$ cat config.mk
export PLATFORM = sky130hd
export DESIGN_NAME = div_seq_flat
export DESIGN_NICKNAME = d
export VERILOG_FILES = /design/src/rtl/div_seq_if.sv /design/src/rtl/div_seq.sv /design/src/flat_wrapper.sv
export SDC_FILE = /design/constraint.sdc
export NUM_CORES = 1
export LEC_CHECK = 0
export BUFFER_PORTS_ARGS = -buffer_cell sky130_fd_sc_hd__buf_2
export CORE_ASPECT_RATIO = 0.6
export CORE_UTILIZATION = 30
export DETAILED_ROUTE_END_ITERATION = 10
export SLEW_MARGIN = 20
export SYNTH_ARGS = -nofsm -noshare
export SYNTH_HDL_FRONTEND = slang
export SYNTH_SLANG_ARGS = --single-unit
$ cat constraint.sdc
create_clock -name i_clk -period 8.7 [get_ports i_clk]
set_clock_uncertainty 0.2 [all_clocks]
set_input_delay 0.87 -clock i_clk [delete_from_list [all_inputs] [get_ports i_clk]]
set_output_delay 0.87 -clock i_clk [all_outputs]
set_load 0.005 [all_outputs]
$ cat src/rtl/div_seq_if.sv
// Issue/writeback handshake bundle for the sequential divider.
interface div_seq_if #(
    parameter int n = 32
);
    logic         in_valid;
    logic         in_ready;
    logic [n-1:0] a;
    logic [n-1:0] b;
    logic         sign;
    logic         out_valid;
    logic         out_ready;
    logic [n-1:0] quot;
    logic [n-1:0] rem;
    logic         div_zero;

    modport master (
        output in_valid, a, b, sign, out_ready,
        input  in_ready, out_valid, quot, rem, div_zero
    );

    modport slave (
        input  in_valid, a, b, sign, out_ready,
        output in_ready, out_valid, quot, rem, div_zero
    );
endinterface

$ cat src/rtl/div_seq.sv
// Restoring shift-subtract divider, one quotient bit per clock, signed or unsigned.
// state | meaning
// IDLE  | ready for operands
// PREP  | take magnitudes, latch result signs, detect zero divisor
// ITER  | n shift-subtract steps, MSB first
// FIX   | apply signs (or zero-divisor result) and load outputs
// DONE  | result presented until consumed
module div_seq #(
    parameter int n = 32
) (
    input  logic     i_clk,
    input  logic     i_reset,
    input  logic     i_flush,
    div_seq_if.slave s_if
);
    localparam int cw = $clog2(n + 1);
    localparam logic [cw-1:0] LP_LAST = cw'(n - 1);

    typedef enum logic [2:0] {
        ST_IDLE,
        ST_PREP,
        ST_ITER,
        ST_FIX,
        ST_DONE
    } state_t;

    state_t        r_state;
    state_t        w_next;
    logic          w_in_ready;
    logic          w_out_valid;

    logic [n-1:0]  r_a;
    logic [n-1:0]  r_b;
    logic          r_sign;
    logic [n-1:0]  r_dvd;
    logic [n-1:0]  r_bv;
    logic [n-1:0]  r_pr;
    logic [cw-1:0] r_cnt;
    logic          r_qs;
    logic          r_rs;
    logic          r_dz;
    logic [n-1:0]  r_quot;
    logic [n-1:0]  r_rem;
    logic          r_div_zero;

    logic          w_as;
    logic          w_bs;
    logic [n-1:0]  w_av;
    logic [n-1:0]  w_bv;
    logic [n:0]    w_pr_sh;
    logic [n:0]    w_trial;

    assign w_as    = r_sign & r_a[n-1];
    assign w_bs    = r_sign & r_b[n-1];
    assign w_av    = w_as ? -r_a : r_a;
    assign w_bv    = w_bs ? -r_b : r_b;
    // The partial remainder is always below the divisor, so n bits hold it; the trial needs n+1.
    assign w_pr_sh = {r_pr, r_dvd[n-1]};
    assign w_trial = w_pr_sh - {1'b0, r_bv};

    always_ff @(posedge i_clk or posedge i_reset) begin
        if (i_reset) begin
            r_state <= ST_IDLE;
        end else begin
            r_state <= w_next;
        end
    end

    always_comb begin
        w_next      = r_state;
        w_in_ready  = 1'b0;
        w_out_valid = 1'b0;
        case (r_state)
            ST_IDLE: begin
                w_in_ready = 1'b1;
                if (s_if.in_valid) w_next = ST_PREP;
            end
            // A zero divisor also passes through FIX so its result lands one cycle after PREP.
            ST_PREP: w_next = (r_b == '0) ? ST_FIX : ST_ITER;
            ST_ITER: if (r_cnt == LP_LAST) w_next = ST_FIX;
            ST_FIX:  w_next = ST_DONE;
            ST_DONE: begin
                w_out_valid = 1'b1;
                if (s_if.out_ready) w_next = ST_IDLE;
            end
            default: w_next = ST_IDLE;
        endcase
        if (i_flush) w_next = ST_IDLE;
    end

    always_ff @(posedge i_clk or posedge i_reset) begin
        if (i_reset) begin
            r_a        <= '0;
            r_b        <= '0;
            r_sign     <= 1'b0;
            r_dvd      <= '0;
            r_bv       <= '0;
            r_pr       <= '0;
            r_cnt      <= '0;
            r_qs       <= 1'b0;
            r_rs       <= 1'b0;
            r_dz       <= 1'b0;
            r_quot     <= '0;
            r_rem      <= '0;
            r_div_zero <= 1'b0;
        end else begin
            case (r_state)
                ST_IDLE: begin
                    if (s_if.in_valid) begin
                        r_a    <= s_if.a;
                        r_b    <= s_if.b;
                        r_sign <= s_if.sign;
                    end
                end
                ST_PREP: begin
                    r_dvd <= w_av;
                    r_bv  <= w_bv;
                    r_qs  <= w_as ^ w_bs;
                    r_rs  <= w_as;
                    r_pr  <= '0;
                    r_cnt <= '0;
                    r_dz  <= (r_b == '0);
                end
                ST_ITER: begin
                    r_cnt <= r_cnt + cw'(1);
                    r_pr  <= w_trial[n] ? w_pr_sh[n-1:0] : w_trial[n-1:0];
                    r_dvd <= {r_dvd[n-2:0], ~w_trial[n]};
                end
                ST_FIX: begin
                    if (!i_flush) begin
                        if (r_dz) begin
                            r_quot     <= '1;
                            r_rem      <= r_a;
                            r_div_zero <= 1'b1;
                        end else begin
                            r_quot     <= r_qs ? -r_dvd : r_dvd;
                            r_rem      <= r_rs ? -r_pr : r_pr;
                            r_div_zero <= 1'b0;
                        end
                    end
                end
                default: ;
            endcase
        end
    end

    assign s_if.in_ready  = w_in_ready;
    assign s_if.out_valid = w_out_valid;
    assign s_if.quot      = r_quot;
    assign s_if.rem       = r_rem;
    assign s_if.div_zero  = r_div_zero;
endmodule

$ cat src/flat_wrapper.sv
// flat-port wrapper written by rule: the top's interface ports become plain ports
module div_seq_flat 
#(
    parameter int n = 32
)
  (i_clk, i_reset, i_flush, s_if_in_valid, s_if_a, s_if_b, s_if_sign, s_if_out_ready, s_if_in_ready, s_if_out_valid, s_if_quot, s_if_rem, s_if_div_zero);
  div_seq_if #(.n(n)) s_if_i ();
  input  logic i_clk;
  input  logic i_reset;
  input  logic i_flush;
  input wire logic [$bits(s_if_i.in_valid)-1:0] s_if_in_valid;
  input wire logic [$bits(s_if_i.a)-1:0] s_if_a;
  input wire logic [$bits(s_if_i.b)-1:0] s_if_b;
  input wire logic [$bits(s_if_i.sign)-1:0] s_if_sign;
  input wire logic [$bits(s_if_i.out_ready)-1:0] s_if_out_ready;
  output wire logic [$bits(s_if_i.in_ready)-1:0] s_if_in_ready;
  output wire logic [$bits(s_if_i.out_valid)-1:0] s_if_out_valid;
  output wire logic [$bits(s_if_i.quot)-1:0] s_if_quot;
  output wire logic [$bits(s_if_i.rem)-1:0] s_if_rem;
  output wire logic [$bits(s_if_i.div_zero)-1:0] s_if_div_zero;
  assign s_if_i.in_valid = s_if_in_valid;
  assign s_if_i.a = s_if_a;
  assign s_if_i.b = s_if_b;
  assign s_if_i.sign = s_if_sign;
  assign s_if_i.out_ready = s_if_out_ready;
  assign s_if_in_ready = s_if_i.in_ready;
  assign s_if_out_valid = s_if_i.out_valid;
  assign s_if_quot = s_if_i.quot;
  assign s_if_rem = s_if_i.rem;
  assign s_if_div_zero = s_if_i.div_zero;
  div_seq #(.n(n)) u_core (.i_clk(i_clk), .i_reset(i_reset), .i_flush(i_flush), .s_if(s_if_i));
endmodule
## Yosys cells after proc, flatten, opt, wreduce, memory -nomap -nowiden

Index checks and enable logic that the tools add are counted.

- Output and inout port bits: 67
- Input bits: 70
- Logic and storage cells: 58
- Register bits: 238

- Equal/unequal tests: 8
- Add/sub/neg operators: 6
- Reductions and logical operators: 6
- Multiplexer cells: 19
- Bitwise operators: 5

Operators with widths:

| kind | number |
|---|---|
| 32-bit 2-to-1 mux | 7 |
| 32-bit negator | 4 |
| 32-bit case mux with 2 select lines | 2 |
| 33-bit by 32-bit subtractor with 33-bit output | 1 |
| 32-bit zero test | 1 |
| 3-bit case mux with 5 select lines | 1 |
| 3-bit 2-to-1 mux | 4 |
| 6-bit case mux with 2 select lines | 1 |
| 6-bit by 1-bit adder with 6-bit output, second input constant | 1 |
| 3-bit by 2-bit == test with 1-bit output, second input constant | 2 |
| 6-bit by 5-bit == test with 1-bit output, second input constant | 1 |
| 3-bit inequality test, second input constant | 2 |
| 1-bit 2-to-1 mux | 4 |
| 2-bit AND reduction | 2 |
| 3-bit by 1-bit == test with 1-bit output, second input constant | 1 |
| 3-bit == test, second input constant | 1 |
| 3-bit zero test | 1 |
| 3-bit by 2-bit inequality test with 1-bit output, second input constant | 1 |
| 3-bit AND reduction | 1 |
| 1-bit AND | 2 |
| 1-bit inverter | 2 |
| 2-bit nonzero test | 1 |
| 1-bit XOR | 1 |

## Logic depth before layout (Yosys ltp)

- Word-level depth: 4
- Depth in mapped cells: 12
- Gate-level depth less buffers: 11

## Least setup slack after synthesis

OpenSTA, ideal clock, no wires.

- Path type: register to register
- Start: register u_core.r_dvd[31]
- End: register u_core.r_pr[10]
- Data required time: 8.368 ns
- Arrival time: 3.062 ns
- Setup slack: 5.306 ns
- Buffers on the path: 1
- Setup time: 0.132 ns
- Clock period less this slack: 3.394 ns
- Stages on the path, launching flop included: 13
- Path through: dfrtp_1 -> inv_1 -> ha_1 -> fa_1 -> nand2b_1 -> a21oi_1 -> o221ai_1 -> and2_1 -> or4b_4 -> a211oi_4 -> buf_6 -> mux2i_1 -> o21ai_1

- Longest elaborated chain between the ends: 3

RTL lines:

| what | line | text |
|---|---|---|
| from (decl) | div_seq.sv:35 | `logic [n-1:0] r_dvd;` |
| from (signal assigned) | div_seq.sv:116 | `r_dvd <= w_av;` |
| from (signal assigned) | div_seq.sv:127 | `r_dvd <= {r_dvd[n-2:0], ~w_trial[n]};` |
| 33-bit by 32-bit subtractor with 33-bit output | div_seq.sv:59 | `assign w_trial = w_pr_sh - {1'b0, r_bv};` |
| 32-bit 2-to-1 mux | div_seq.sv:126 | `r_pr <= w_trial[n] ? w_pr_sh[n-1:0] : w_trial[n-1:0];` |
| 32-bit case mux with 2 select lines | div_seq.sv:107 | `case (r_state)` |
| to (signal assigned) | div_seq.sv:126 |  |
| to (decl) | div_seq.sv:37 | `logic [n-1:0] r_pr;` |

No other way between the ends.
A chain may end at the register's enable or synchronous reset.

## Worst setup path in the final report

- Start: register u_core.r_dvd[31]
- End: register u_core.r_pr[30]

Same word-level chain as after synthesis.

==> impl_metrics.csv <==
group,metric,value,unit
die,core_area,0.0451,mm2
sta,period_share,0.483,
global_route,grt_use_total,0.174,
synth,ys_seq_area_frac,0.430,
synth,synth_cells,1533,
global_route,grt_pass1_wl,65800,um
cts,clk_pin_slew,0.06,ns
critical_path,worst_path_largest_cell_delay,0.52,ns
die,die_height,168,um
detailed_routing,post_drt_wl_per_cell,17.8,um
sta,rsz0062_at_grt,"false",
synth,synth_cell_types,60,
synth,synth-main-ff-cell,"dfrtp_1",
synth,synth_edf_count,0,
die,rows,60,
detailed_routing,wl,40300,um
die,dieArea,0.0470,mm2
cts,root_buffer,"clkbuf_16",
flow_run,maxCapViolations,0,
worst_hold_path,hp-class,"in2async",
synth,async_flop_share,1.00,
critical_path,critical_path_depth,12,
cts,htree_num_levels,1,
critical_path,path_delay_family,"simple AND/OR/NAND/NOR gates",
placement,post-place-cells,2221,
cts,clkSinkCount,238,
cts,holdBufCountCts,0,
final_layout,area_growth,15.5,%
cts,clock_latency,0.56,ns
final_layout,finalNetCount,1737,
detailed_routing,ant_nets,0,
critical_path,crit_chain,"inv_1 -> ha_1 -> fa_1 -> nand2b_1 -> a21oi_1 -> o221ai_1 -> and2_1 -> or4b_4 -> a211oi_4 -> buf_4 -> nand2_2 -> o21ai_0",
sta,slew_headroom,0.337,
global_route,grt_overflow,0,
critical_path,crit_arrival,4.47,ns
sta,finalSetupViolations,0,
detailed_routing,num_vias,11800,
critical_path,crit_slowest_cell,"or4b_4",
cts,cts_made_buffers,26,
detailed_routing,first_pass_iters,7,
synth,syn-num-nets,1641,
synth,ys_seq_elements,238,
global_route,antenna_found_initial,0,
synth,synthTopCellsByCount,"dfrtp_1 (238), nand2_1 (182), o21ai_0 (169)",
final_layout,n_antenna_cell,0,
final_layout,n_fill_cell,4624,
synth,syn-mean-instance-area,9.03,um2
synth,ys_warn_count,0,
synth,synth_area_leaders,"dfrtp_1 (43%), o21ai_0 (6.1%), xor2_1 (5.3%), nand2_1 (4.9%), mux2_2 (4.9%)",
placement,port_buffers,136,
power_and_ir_drop,vdd_drop_max,0.000202,V
critical_path,crit_buf_inv,2,
sta,tightest_slew,0.994,ns
synth,synth_area,0.0138,mm2
critical_path,rr_worst_depth,12,
die,start_util,0.307,
synth,synth.most_common_cell,"dfrtp_1",
global_route,grt_max_degree,106,
cts,cts_setup_buffers,0,
critical_path,worstSetupStartpointType,"register",
critical_path,crit_type,"reg2reg",
detailed_routing,drt_iter0_drc,971,
critical_path,crit_required,8.97,ns
critical_path,r2r_slack,4.50,ns
cts,cts_tree,"built",
final_layout,fin_cells,2268,
die,io_pins,137,
sta,fmax,0.238,GHz
power_and_ir_drop,powerDensity,387,mW/mm2
cts,ctsResizeCount,0,
critical_path,critical_path_peak_fanout,36,
synth,synth_top_cell_area_share,0.430,
final_layout,drive_above_1_share,0.166,
sta,slew_viol_final,0,
power_and_ir_drop,p_leak,7.07,nW
global_route,grt_pass1_vias,11600,
cts,cts.path.max_buffers,3,
detailed_routing,vias_per_cell,5.20,
critical_path,cp-end-kind,"register",
sta,timing.setup.tns,0,ns
synth,yosys.area.top_type,"dfrtp_1",
placement,place_congestion,0.872,
die,die_w,279,um
status,status,"complete, no violations",
detailed_routing,remaining_drc_errors,0,
placement,hpwl,29400,um
sta,finalHoldViolCount,0,
sta,layout_min_cycle_time,4.20,ns
flip-flops by register name, summed over array words and instances, names as in the netlist, 3 cells and up:
name              cells
u_core.r_a           32
u_core.r_b           32
u_core.r_bv          32
u_core.r_cnt          6
u_core.r_dvd         32
u_core.r_pr          32
u_core.r_state        3
u_core.s_if.quot     32
u_core.s_if.rem      32
final cells by class:
type                    count  area (um2)  area share
clock inverters            10         115     0.00720
multi-input cells        1164        7400       0.463
repair buffers            149         782      0.0489
clock buffers              37         763      0.0477
flip-flops and latches    238        5960       0.373
inverters                  50         195      0.0122
well taps                 620         776      0.0485
where the power goes:
group	internal [W]	total [W]	switching, W
sequential	0.00150	0.00198	0.000474
clock	0.000671	0.00116	0.000487
combinational	0.00130	0.00306	0.00176
per-stage QoR:
stage / utilization / power (W) / hold slack, ns / setup WS, ns / area (um2)
CTS: 0.354 / 0.00621 / 0.266 / 4.57 / 16000
finish: 0.354 / 0.00619 / 0.223 / 4.50 / 16000
global placement: 0.335 / 0.00496 / 0.255 / 4.72 / 15100
floorplan: - / 0.00411 / 0.249 / 1.10 / 13800
global route: 0.354 / 0.00670 / 0.276 / 4.31 / 16000
detailed placement: 0.335 / 0.00501 / 0.260 / 4.62 / 15100
routing by layer:
metal	up-vias	routed length [um]	GRT usage
met5	-	0	0
met4	0	584	0.0268
met3	41	2510	0.0318
met2	342	17200	0.260
met1	5796	20000	0.262
li1	5618	-	-
kinds of logic after synthesis:
kind of cell               after synthesis  synth area share
AOI/OAI and AO/OA                      440             0.189
DFF                                    238             0.430
xor gates and xnor gates               143            0.0905
buffers and inverters                  131            0.0371
and+or+nand+nor                        459             0.152
adders and majority gates               38            0.0349
muxes                                   84            0.0662
path summary, 6_finish.rpt:
| path | from | endpoint |
|---|---|---|
| worst max-delay path | u_core.r_dvd[31]$_DFFE_PP0N_ | u_core.r_pr[30]$_DFFE_PP0N_ |
| worst min register to register | u_core.s_if.quot[25]$_DFFE_PP0P_ | u_core.s_if.quot[25]$_DFFE_PP0P_ |
| min in group i_clk | u_core.s_if.quot[25]$_DFFE_PP0P_ | u_core.s_if.quot[25]$_DFFE_PP0P_ |
| worst max register to register | u_core.r_dvd[31]$_DFFE_PP0N_ | u_core.r_pr[30]$_DFFE_PP0N_ |
| max in group asynchronous | i_reset | u_core.r_b[3]$_DFFE_PP0P_ |
| worst min-delay path | i_reset | u_core.s_if.quot[25]$_DFFE_PP0P_ |
layout by cell type (no fill, tap or decap), types with 6 or more instances in the layout:
cell         n
o21ai_0    169
dfrtp_1    237
and3_1      15
a21oi_1    109
inv_1       48
nor3_1      32
nand2b_1    12
a22oi_1     31
nand4_1      7
nor2_1     114
and2_1      10
ha_1        37
nand2_1    181
o41ai_1     11
buf_2      136
a2bb2oi_1    9
clkbuf_16   27
or2_2        9
xor2_1      83
a31oi_1     14
nand3_1     13
mux2_2      60
or4_1       12
o21ai_1     21
a21o_1       9
o31ai_1     20
o22a_1       6
buf_4       12
or3_1       20
nor4_1      14
mux2i_1     24
xnor2_1     60
Power figures use the tool's default switching activity.
